`config.mk`:
```
export PLATFORM = sky130hd
export DESIGN_NAME = mux4_1_stream
export DESIGN_NICKNAME = d
export VERILOG_FILES = /design/src/rtl/mux4_1_stream.sv
export SDC_FILE = /design/constraint.sdc
export NUM_CORES = 1
export LEC_CHECK = 0
export BUFFER_PORTS_ARGS = -buffer_cell sky130_fd_sc_hd__buf_4
export CAP_MARGIN = 30
export CORE_AREA = 2 2 82 53
export CTS_CLUSTER_SIZE = 10
export DETAILED_ROUTE_END_ITERATION = 6
export DIE_AREA = 0 0 84 55
export PLACE_DENSITY = 0.69
export SLEW_MARGIN = 20
export SYNTH_ARGS = -nofsm -noshare
export SYNTH_HDL_FRONTEND = slang
export SYNTH_SLANG_ARGS = --single-unit
```
`constraint.sdc`:
```
create_clock -name clk -period 5.2 [get_ports clk]
set_input_delay 0.26 -clock clk [delete_from_list [all_inputs] [get_ports clk]]
set_output_delay 0.26 -clock clk [all_outputs]
set_load 0.005 [all_outputs]
```
`src/rtl/mux4_1_stream.sv`:
```
// 4-to-1 valid/ready stream merge with round-robin arbitration and one registered output stage.
// Optional per-source saturating transfer counters are enabled by defining MUX_STATS_EN.
module mux4_1_stream #(
  parameter int unsigned WIDTH = 16,
  parameter int unsigned CNT_W = 16
) (
  input  logic             clk,
  input  logic             rst,
  input  logic [WIDTH-1:0] in_data0,
  input  logic [WIDTH-1:0] in_data1,
  input  logic [WIDTH-1:0] in_data2,
  input  logic [WIDTH-1:0] in_data3,
  input  logic [3:0]       in_valid,
  output logic [3:0]       in_ready,
  output logic [WIDTH-1:0] out_data,
  output logic [1:0]       out_src,
  output logic             out_valid,
  input  logic             out_ready
`ifdef MUX_STATS_EN
  ,
  input  logic [1:0]       stat_sel,
  output logic [CNT_W-1:0] stat_count
`endif
);

  typedef enum logic {StEmpty, StFull} state_e;

  state_e           r_state;
  logic [WIDTH-1:0] r_data;
  logic [1:0]       r_src;
  logic [1:0]       r_rr_ptr;

  logic             w_load;
  logic             w_any;
  logic [1:0]       w_grant_idx;
  logic [3:0]       w_grant;
  logic             w_xfer;
  logic [WIDTH-1:0] w_mux_data;

  assign w_load = (r_state == StEmpty) || out_ready;

  // Scan from the round-robin pointer; first requester wins.
  always_comb begin
    logic [1:0] w_scan;
    w_any       = 1'b0;
    w_grant_idx = r_rr_ptr;
    w_scan      = r_rr_ptr;
    for (int i = 0; i < 4; i++) begin
      w_scan = r_rr_ptr + 2'(i);
      if (!w_any && in_valid[w_scan]) begin
        w_any       = 1'b1;
        w_grant_idx = w_scan;
      end
    end
  end

  always_comb begin
    w_grant = 4'b0000;
    if (w_any) begin
      w_grant[w_grant_idx] = 1'b1;
    end
  end

  assign w_xfer   = w_load && w_any && !rst;
  assign in_ready = w_xfer ? w_grant : 4'b0000;

  always_comb begin
    w_mux_data = in_data0;
    unique case (w_grant_idx)
      2'd0: w_mux_data = in_data0;
      2'd1: w_mux_data = in_data1;
      2'd2: w_mux_data = in_data2;
      2'd3: w_mux_data = in_data3;
      default: w_mux_data = in_data0;
    endcase
  end

  always_ff @(posedge clk) begin
    if (rst) begin
      r_state  <= StEmpty;
      r_data   <= '0;
      r_src    <= 2'd0;
      r_rr_ptr <= 2'd0;
    end else begin
      case (r_state)
        StEmpty: begin
          if (w_xfer) begin
            r_state  <= StFull;
            r_data   <= w_mux_data;
            r_src    <= w_grant_idx;
            r_rr_ptr <= w_grant_idx + 2'd1;
          end
        end
        StFull: begin
          if (out_ready) begin
            if (w_xfer) begin
              r_data   <= w_mux_data;
              r_src    <= w_grant_idx;
              r_rr_ptr <= w_grant_idx + 2'd1;
            end else begin
              r_state <= StEmpty;
            end
          end
        end
        default: r_state <= StEmpty;
      endcase
    end
  end

  assign out_valid = (r_state == StFull);
  assign out_data  = r_data;
  assign out_src   = r_src;

`ifdef MUX_STATS_EN
  logic [CNT_W-1:0] r_cnt [4];

  always_ff @(posedge clk) begin
    if (rst) begin
      for (int k = 0; k < 4; k++) begin
        r_cnt[k] <= '0;
      end
    end else if (w_xfer && (r_cnt[w_grant_idx] != {CNT_W{1'b1}})) begin
      r_cnt[w_grant_idx] <= r_cnt[w_grant_idx] + 1'b1;
    end
  end

  assign stat_count = r_cnt[stat_sel];
`endif

endmodule
```
**Word-level counts from Yosys, hierarchy flattened**

Index checks and enable logic that the tools add are counted.

- Flip-flop bits (word level): 21
- Bits of input ports: 71
- Output and inout port bits: 23
- Word-level logic and storage cells: 63

- Add/sub/neg operators: 4
- $lt $le $gt $ge: 6
- Equal/unequal tests: 4
- Mux-type cells: 32
- Bitwise gates (word level): 1
- Reductions and logical operators: 12

Operators by type and width:

| kind | number |
|---|---|
| 16-bit case mux with 4 select lines | 1 |
| 16-bit two-way mux | 2 |
| 16-bit case mux with 2 select lines | 1 |
| 2-bit by 3-bit < comparator with 1-bit output (second input constant) | 5 |
| 2-bit two-way mux | 7 |
| 1-bit two-way mux | 11 |
| 1-bit binary-select mux with 2-bit select | 4 |
| 4-bit two-way mux | 2 |
| 2-bit case mux with 2 select lines | 2 |
| 1-bit logical AND | 6 |
| 2-bit by 1-bit adder with 2-bit output (second input constant) | 2 |
| 2-bit adder (second input constant) | 2 |
| 2-bit == test (second input constant) | 2 |
| 1-bit zero test | 4 |
| 1-bit demux with 2-bit select | 1 |
| 2-bit by 1-bit == test with 1-bit output (second input constant) | 1 |
| 2-bit by 1-bit >= comparator with 1-bit output (second input constant) | 1 |
| 2-bit zero test | 1 |
| 2-bit != test (second input constant) | 1 |
| 1-bit case mux with 2 select lines | 1 |
| 1-bit logical OR | 1 |
| 1-bit inverter | 1 |

**Depth between registers and ports, before layout**

Gate-level depths: netlist of run 1.

- Word-level depth: 18
- Mapped depth: 11

**Worst setup path before layout of run 1**

OpenSTA, ideal clock, no wires.

- Path kind: register to register
- From: register r_rr_ptr[0]
- To: register r_data[10], in the netlist out_data[10]
- Data arrival time: 1.993 ns
- Path slack: 3.075 ns
- Stages on the path, launching flop included: 12
- Path buffers: 2
- Period minus slack after synthesis: 2.125 ns
- Cell sequence: dfxtp_1 > or2b_1 > nor2b_1 > a21oi_1 > inv_1 > ha_1 > buf_2 > buf_2 > a222oi_1 > o21ai_0 > nand2_1 > a21oi_1

- Longest elaborated chain between the ends: 17
- Elaborated cells on any way between the ends: 34

RTL lines:

| what | line | RTL |
|---|---|---|
| start, declared | 31 | `logic [1:0] r_rr_ptr;` |
| start signal, assigned | 91 | `r_rr_ptr <= w_grant_idx + 2'd1;` |
| start signal, assigned | 99 | `r_rr_ptr <= w_grant_idx + 2'd1;` |
| branches (longest 11 deep; another with 2-bit by 1-bit adder with 2-bit output) | - |  |
| 2-bit two-way mux (*) | 50 | `if (!w_any && in_valid[w_scan]) begin` |
| net w_grant_idx[1] | 35 | `logic [1:0] w_grant_idx;` |
| 2-bit == test (tied with other cells) | 69 | `unique case (w_grant_idx)` |
| 16-bit case mux with 4 select lines (*) | 69 |  |
| 16-bit two-way mux (*) | 87, 96 |  |
| 16-bit two-way mux | 95 | `if (out_ready) begin` |
| 16-bit case mux with 2 select lines (*) | 85 | `case (r_state)` |
| end signal, assigned | 89 | `r_data <= w_mux_data;` |
| end signal, assigned | 97 | `r_data <= w_mux_data;` |
| end, declared | 29 | `logic [WIDTH-1:0] r_data;` |

Mark *: on every way through the listed nets, which the timed path passes. The select of a mux whose other input is x is not followed.
A chain may end at the register's enable or synchronous reset.

**Worst setup path in the final report of run 1**

- From: register r_rr_ptr[0]
- To: register r_data[6], in the netlist out_data[6]

Same word-level chain as after synthesis.

==> results_dict.tcl, run 1 <==
set metrics [dict create \
    status "finished clean" \
    timing.max_cap.violations 0 \
    worstPathMaxFanout 17 \
    totalNegativeSetupSlack_ps 0 \
    dp_hpwl_um 3420 \
    antenna_cells 0 \
    layout.filler_cells 406 \
    power_switching_w 0.000190 \
    pre_cts_slack_ps 2650 \
    post_dr_vias_cell 5.03 \
    grt_pass1_vias 1422 \
    timing.final.crit_share 0.493 \
    synthesis.area_per_instance_um2 7.57 \
    grt.met2_usage 0.263 \
    synthCells 171 \
    drc 0 \
    worst_r2r_path_depth 9 \
    firstDrtPassIters 5 \
    top_usage_layer "met1" \
    clk-insertion-delay-late_ps 260 \
    post_cts.repair.setup_buffers 0 \
    critical-path-top-delay-family "compound AO/OA/AOI/OAI gates" \
    synth_register_bits 21 \
    layout.nets 331 \
    syn_nets 247 \
    tightestPinTransition_ps 838 \
    leakage_power_nw 0.944 \
    endpoint_of_the_worst_slack_reg_to_reg_timing_path "out_data[6]$_SDFFE_PP0P_" \
    drive_above_1_share 0.402 \
    internal_power_w 0.000363 \
    mostFrequentLayoutCell "sky130_fd_sc_hd__buf_4" \
    timing_max_transition_violations_final 0 \
    power_switching_share 0.344 \
    total_power_w 0.000553 \
    flip_flop_and_latch_area_um2 420 \
    final_report_setup_violation_count 0 \
    ys.warnings.count 0 \
    max_slew_headroom_at_the_worst_pin 0.441 \
    critical_path_cell_count 9 \
    groute.layer.met1.usage 0.273 \
    global_route_wire_length_before_repair_um 6560 \
    design.portCount 94 \
    power_frac_comb 0.446 \
    crit_path_max_incr_delay_ps 520 \
    post_cts_hold_buffer_count 0 \
    cts.root.buffer_cell "sky130_fd_sc_hd__clkbuf_8" \
    seq_area_frac_synth 0.325 \
    critPathLaunchType "flip-flop" \
    worst-path-buf-inv 1 \
    flow.area_growth_from_synthesis_pct 55.4 \
    clock_power_share 0.191 \
    rrSetupSlack_ps 2630 \
    multiInputGateArea_um2 767 \
    power_frac_seq 0.363 \
    drtIter0Drc 232 \
    ant_nets 0 \
    grtUsageTotal 0.183 \
    place.port_buffers 93 \
    clock_skew_ps 3.30 \
    cp_common_cell "sky130_fd_sc_hd__a21oi_1" \
    placed_instance_count 300 \
    non_filler_instance_count_after_layout 304 \
    fmax_mhz 390 \
    path_class "flip-flop to flip-flop" \
    clock_transition_at_the_register_clock_pins_on_the_worst_setup_and_hold_paths_after_cts_ps 70 \
    core_area_mm2 0.00390 \
    cp-startpoint "r_rr_ptr[0]$_SDFFE_PP0P_" \
    site_rows 18 \
    total_via_count_after_detailed_routing 1530 \
    die-height_um 55 \
    fin_crit_ps 2570 \
    timing.final.ws_setup_ps 2630 \
    worst_r2r_startpoint "r_rr_ptr[0]$_SDFFE_PP0P_" \
    finalWirelength_um 4280 \
    global_route.usage.met3 0.0356 \
    ctsLongestPathBuffers 2 \
    wire_per_inst_um 14.1 \
    cts_made_buffers 3 \
    cp-endpoint "out_data[6]$_SDFFE_PP0P_" \
    mostFrequentLayoutCells "94 x sky130_fd_sc_hd__buf_4, 48 x sky130_fd_sc_hd__nand2_1, 21 x sky130_fd_sc_hd__dfxtp_1, 18 x sky130_fd_sc_hd__a21oi_1" \
    rsz_0062_raised_after_global_routing "no" \
    pwr_density_cell_mw_per_mm2 275 \
    globalRoute.totalOverflow 0 \
    cell_area_after_synthesis_mm2 0.00129 \
    grt_antenna_before_repair 0 \
    die_x_um 84 \
    synth_cell_type_count 28 \
    irDropWorstVdd_v 0.000119 \
    clock_sinks 21 \
    grt_start_max_net_pins 33 \
    hp-class "input pin to flip-flop" \
    floorplan.initialDensity 0.332 \
    critical_path_s_slowest_cell "sky130_fd_sc_hd__a222oi_1" \
    tritoncts "done" \
    hold_viol 0 \
    endpoint_kind "flip-flop" \
    critical_path_arrival_ps 2710 \
    timing.critical_path.cells "or2b_1 > nor2b_1 > a21oi_1 > inv_1 > ha_1 > a222oi_1 > o21ai_0 > nand2_1 > a21oi_1" \
    cp.required_ps 5350 \
    globalplace.congestion 0.744 \
    die-area_mm2 0.00462 \
    cts_resized 0 \
    cts-htree-levels 1 \
]
[cells by family after synthesis]
kind of cell               share of synthesized area
adders and majority gates                     0.0483
buffers and inverters                         0.0831
and+or+nand+nor                                0.229
AOI/OAI and AO/OA                              0.315
DFF                                            0.325
[tightest hold or removal path: cells and delay by family]
| family | cells | cell delay [ps] |
|---|---|---|
| AO/OA/AOI/OAI | 1 | 60 |
| buffers and inverters | 1 | 70 |
| AND/OR/NAND/NOR | 1 | 110 |
[flip-flops by register name, indices dropped and copies added (netlist names)]
signal / count
out_src: 2
r_rr_ptr: 2
out_valid: 1
out_data: 16
[cell usage after synthesis, drive strengths merged]
cell    number  share of area
inv          3         0.0087
clkbuf       5          0.014
dfxtp       21           0.32
and2         4          0.019
nand2b       2         0.0097
a222oi      16           0.12
a211oi       4          0.023
a31oi        1         0.0048
nand2       48           0.14
a211o        1         0.0068
nor3b        1         0.0058
nor2         5          0.014
o21ai       16          0.062
o21a         1         0.0058
a21oi       19          0.076
buf         10          0.060
nor4         1         0.0097
ha           5          0.048
nor2b        3          0.014
or2b         2          0.013
nor3         1         0.0039
a21o         2          0.013
[layer usage]
metal,part of all wire,vias up
met4,0.012,0
li1,-,784
met1,0.48,660
met3,0.095,5
met2,0.41,81
met5,0,-
[worst min path at each step]
stage                                   start  cells after the start                   endpoint  slack, ps
floorplan                         in_valid[3]                      2       out_valid$_SDFF_PP0_        420
global placement     out_data[0]$_SDFFE_PP0P_                      2   out_data[0]$_SDFFE_PP0P_        440
detailed placement  out_data[13]$_SDFFE_PP0P_                      2  out_data[13]$_SDFFE_PP0P_        450
CTS                                 out_ready                      3       out_valid$_SDFF_PP0_        280
global route                        out_ready                      3       out_valid$_SDFF_PP0_        300
finish                              out_ready                      3       out_valid$_SDFF_PP0_        290
[per-stage QoR]
step | utilization | cell area, um2 | hold slack, ps
after floorplan | - | 1290 | 416
after global placement | 0.505 | 1970 | 443
after detailed placement | 0.505 | 1970 | 449
after CTS | 0.516 | 2010 | 284
after global routing | 0.516 | 2010 | 304
final | 0.516 | 2010 | 288
[layout make-up]
type | instances | share of cell area
Clock buffer | 4 | 0.0224
Tap cell | 50 | 0.0311
Inverter | 3 | 0.00560
Sequential cell | 21 | 0.209
Timing Repair Buffer | 94 | 0.351
Multi-Input combinational cell | 132 | 0.381
[power by group through the flow]
| stage | logic (W) | registers (W) | clock network, W |
|---|---|---|---|
| floorplan | 0.000138 | 0.000203 | 0 |
| global placement | 0.000245 | 0.000205 | 0 |
| detailed placement | 0.000245 | 0.000205 | 0 |
| CTS | 0.000247 | 0.000201 | 0.000108 |
| global route | 0.000277 | 0.000205 | 0.000114 |
| finish | 0.000247 | 0.000201 | 0.000106 |
Note: power is estimated with default switching activity, not from simulation.
==> run 2, diff against run 1 <==
==> constraint.sdc (replaced) <==
create_clock -name clk -period 2.7 [get_ports clk]
set_input_delay 0.135 -clock clk [delete_from_list [all_inputs] [get_ports clk]]
set_output_delay 0.135 -clock clk [all_outputs]
set_load 0.005 [all_outputs]
==> run 2 against run 1 <==
  * Sequential share of layout area shrank 0.47 points
  * Total power grew 97%
  * Setup slack lost 2300 ps
  * Design area grew 2.3%
  * Wire length grew 1.5%
  * Critical path depth is the same
  * Clock skew shrank 2.5 ps
  * Non-clock buffer count grew 6
  * Maximum frequency grew 8.7%
  * Hold slack lost 120 ps
  * Sequential power grew 94%
  * Largest cell class unchanged
  * Largest power group unchanged
==> results_dict.tcl, run 2 (synthesis results as in run 1) <==
set metrics [dict create \
    cts_resized 0 \
    post_dr_vias_cell 4.88 \
    pwr_density_cell_mw_per_mm2 529 \
    site_rows 18 \
    worst_r2r_startpoint "r_rr_ptr[0]$_SDFFE_PP0P_" \
    clock_sinks 21 \
    ctsLongestPathBuffers 2 \
    globalRoute.totalOverflow 0 \
    worstPathMaxFanout 17 \
    flow.area_growth_from_synthesis_pct 58.9 \
    path_class "flip-flop to flip-flop" \
    crit_path_max_incr_delay_ps 490 \
    rsz_0062_raised_after_global_routing "no" \
    hp-class "input pin to flip-flop" \
    final_report_setup_violation_count 0 \
    critical_path_s_slowest_cell "sky130_fd_sc_hd__ha_1" \
    worst_r2r_path_depth 9 \
    layout.nets 337 \
    core_area_mm2 0.00390 \
    critical_path_arrival_ps 2550 \
    mostFrequentLayoutCell "sky130_fd_sc_hd__buf_4" \
    grtUsageTotal 0.180 \
    largest_register_ff_count 16 \
    total_via_count_after_detailed_routing 1514 \
    grt_pass1_vias 1366 \
    min_path_cells 3 \
    critical-path-top-delay-family "compound AO/OA/AOI/OAI gates" \
    antenna_cells 0 \
    cp.required_ps 2890 \
    cts-htree-levels 1 \
    mostFrequentLayoutCells "100 x sky130_fd_sc_hd__buf_4, 48 x sky130_fd_sc_hd__nand2_1, 21 x sky130_fd_sc_hd__dfxtp_1, 18 x sky130_fd_sc_hd__a21oi_1" \
    hold_viol 0 \
    totalNegativeSetupSlack_ps 0 \
    worst-path-buf-inv 1 \
    timing.critical_path.cells "nor2b_1 > a21o_2 > a211o_1 > inv_2 > ha_1 > a222oi_1 > o21ai_0 > nand2_1 > a21oi_1" \
    critical_path_cell_count 9 \
    clk-insertion-delay-late_ps 260 \
    globalplace.congestion 0.751 \
    design.portCount 94 \
    endpoint_kind "flip-flop" \
    tightestPinTransition_ps 572 \
    timing_max_transition_violations_final 0 \
    die_x_um 84 \
    dp_hpwl_um 3450 \
    drc 0 \
    timing.final.crit_share 0.874 \
    timing.final.ws_setup_ps 339 \
    die-height_um 55 \
    cts.root.buffer_cell "sky130_fd_sc_hd__clkbuf_8" \
    hold-worst-slack_ps 171 \
    floorplan.initialDensity 0.332 \
    max_slew_headroom_at_the_worst_pin 0.619 \
    post_cts_hold_buffer_count 0 \
    clock_skew_ps 0.816 \
    die-area_mm2 0.00462 \
    tritoncts "done" \
    pre_cts_slack_ps 346 \
    cts_made_buffers 3 \
    grt_start_max_net_pins 24 \
    irDropWorstVdd_v 0.000229 \
    fin_crit_ps 2360 \
    post_cts.repair.setup_buffers 0 \
    place.port_buffers 93 \
    grt_antenna_before_repair 0 \
    clock_transition_at_the_register_clock_pins_on_the_worst_setup_and_hold_paths_after_cts_ps 80 \
    ant_nets 0 \
    finalWirelength_um 4340 \
    status "finished clean" \
    drive_above_1_share 0.419 \
    wire_per_inst_um 14.0 \
    global_route_wire_length_before_repair_um 6480 \
    fmax_mhz 424 \
    drtIter0Drc 106 \
    critPathLaunchType "flip-flop" \
    cp-startpoint "r_rr_ptr[0]$_SDFFE_PP0P_" \
    firstDrtPassIters 4 \
    hold_path_startpoint "out_ready" \
    leakage_power_nw 0.977 \
    timing.max_cap.violations 0 \
]
[run 2: cell type report]
| class | instances | area, um2 |
|---|---|---|
| multi-input combinational | 132 | 767 |
| tap | 50 | 62.6 |
| timing repair buffer | 100 | 751 |
| clock buffer | 3 | 41.3 |
| clock inverter | 1 | 5.00 |
| sequential | 21 | 420 |
| inverter | 3 | 11.3 |
| fill | 399 | 1840 |
[run 2: routing by layer]
| metal | part of all wire | wire, um | vias to the layer above | track usage |
|---|---|---|---|---|
| met5 | 0 | 0 | - | 0 |
| met4 | 0.0062 | 27 | 0 | 0.0323 |
| li1 | - | - | 795 | - |
| met1 | 0.51 | 2220 | 649 | 0.287 |
| met3 | 0.079 | 344 | 2 | 0.0326 |
| met2 | 0.40 | 1750 | 68 | 0.245 |
[run 2: stage by stage]
stage | power, W | utilization | std cells | instance area [um2]
after floorplan | 0.000658 | - | 171 | 1290
after global placement | 0.000890 | 0.516 | 306 | 2010
after detailed placement | 0.000889 | 0.516 | 306 | 2010
after CTS | 0.00109 | 0.528 | 310 | 2060
after global routing | 0.00116 | 0.528 | 310 | 2060
final | 0.00109 | 0.528 | 310 | 2060
[run 2: final timing paths]
check / to / slack, ps
max: out_data[3]$_SDFFE_PP0P_ / 340
min: out_valid$_SDFF_PP0_ / 170
max reg2reg: out_data[3]$_SDFFE_PP0P_ / 340
min reg2reg: out_data[14]$_SDFFE_PP0P_ / 460
[run 2: tightest hold or removal path: stages]
cell,delay (ps)
sky130_fd_sc_hd__buf_4,70
sky130_fd_sc_hd__or2b_2,110
sky130_fd_sc_hd__a21oi_1,60
[run 2: report_power, final]
group | total [W] | switching (W) | internal, W
clock network | 0.000204 | 0.000101 | 0.000103
registers | 0.000389 | 0.0000318 | 0.000357
logic | 0.000496 | 0.000239 | 0.000257
total | 0.00109 | 0.000372 | 0.000717
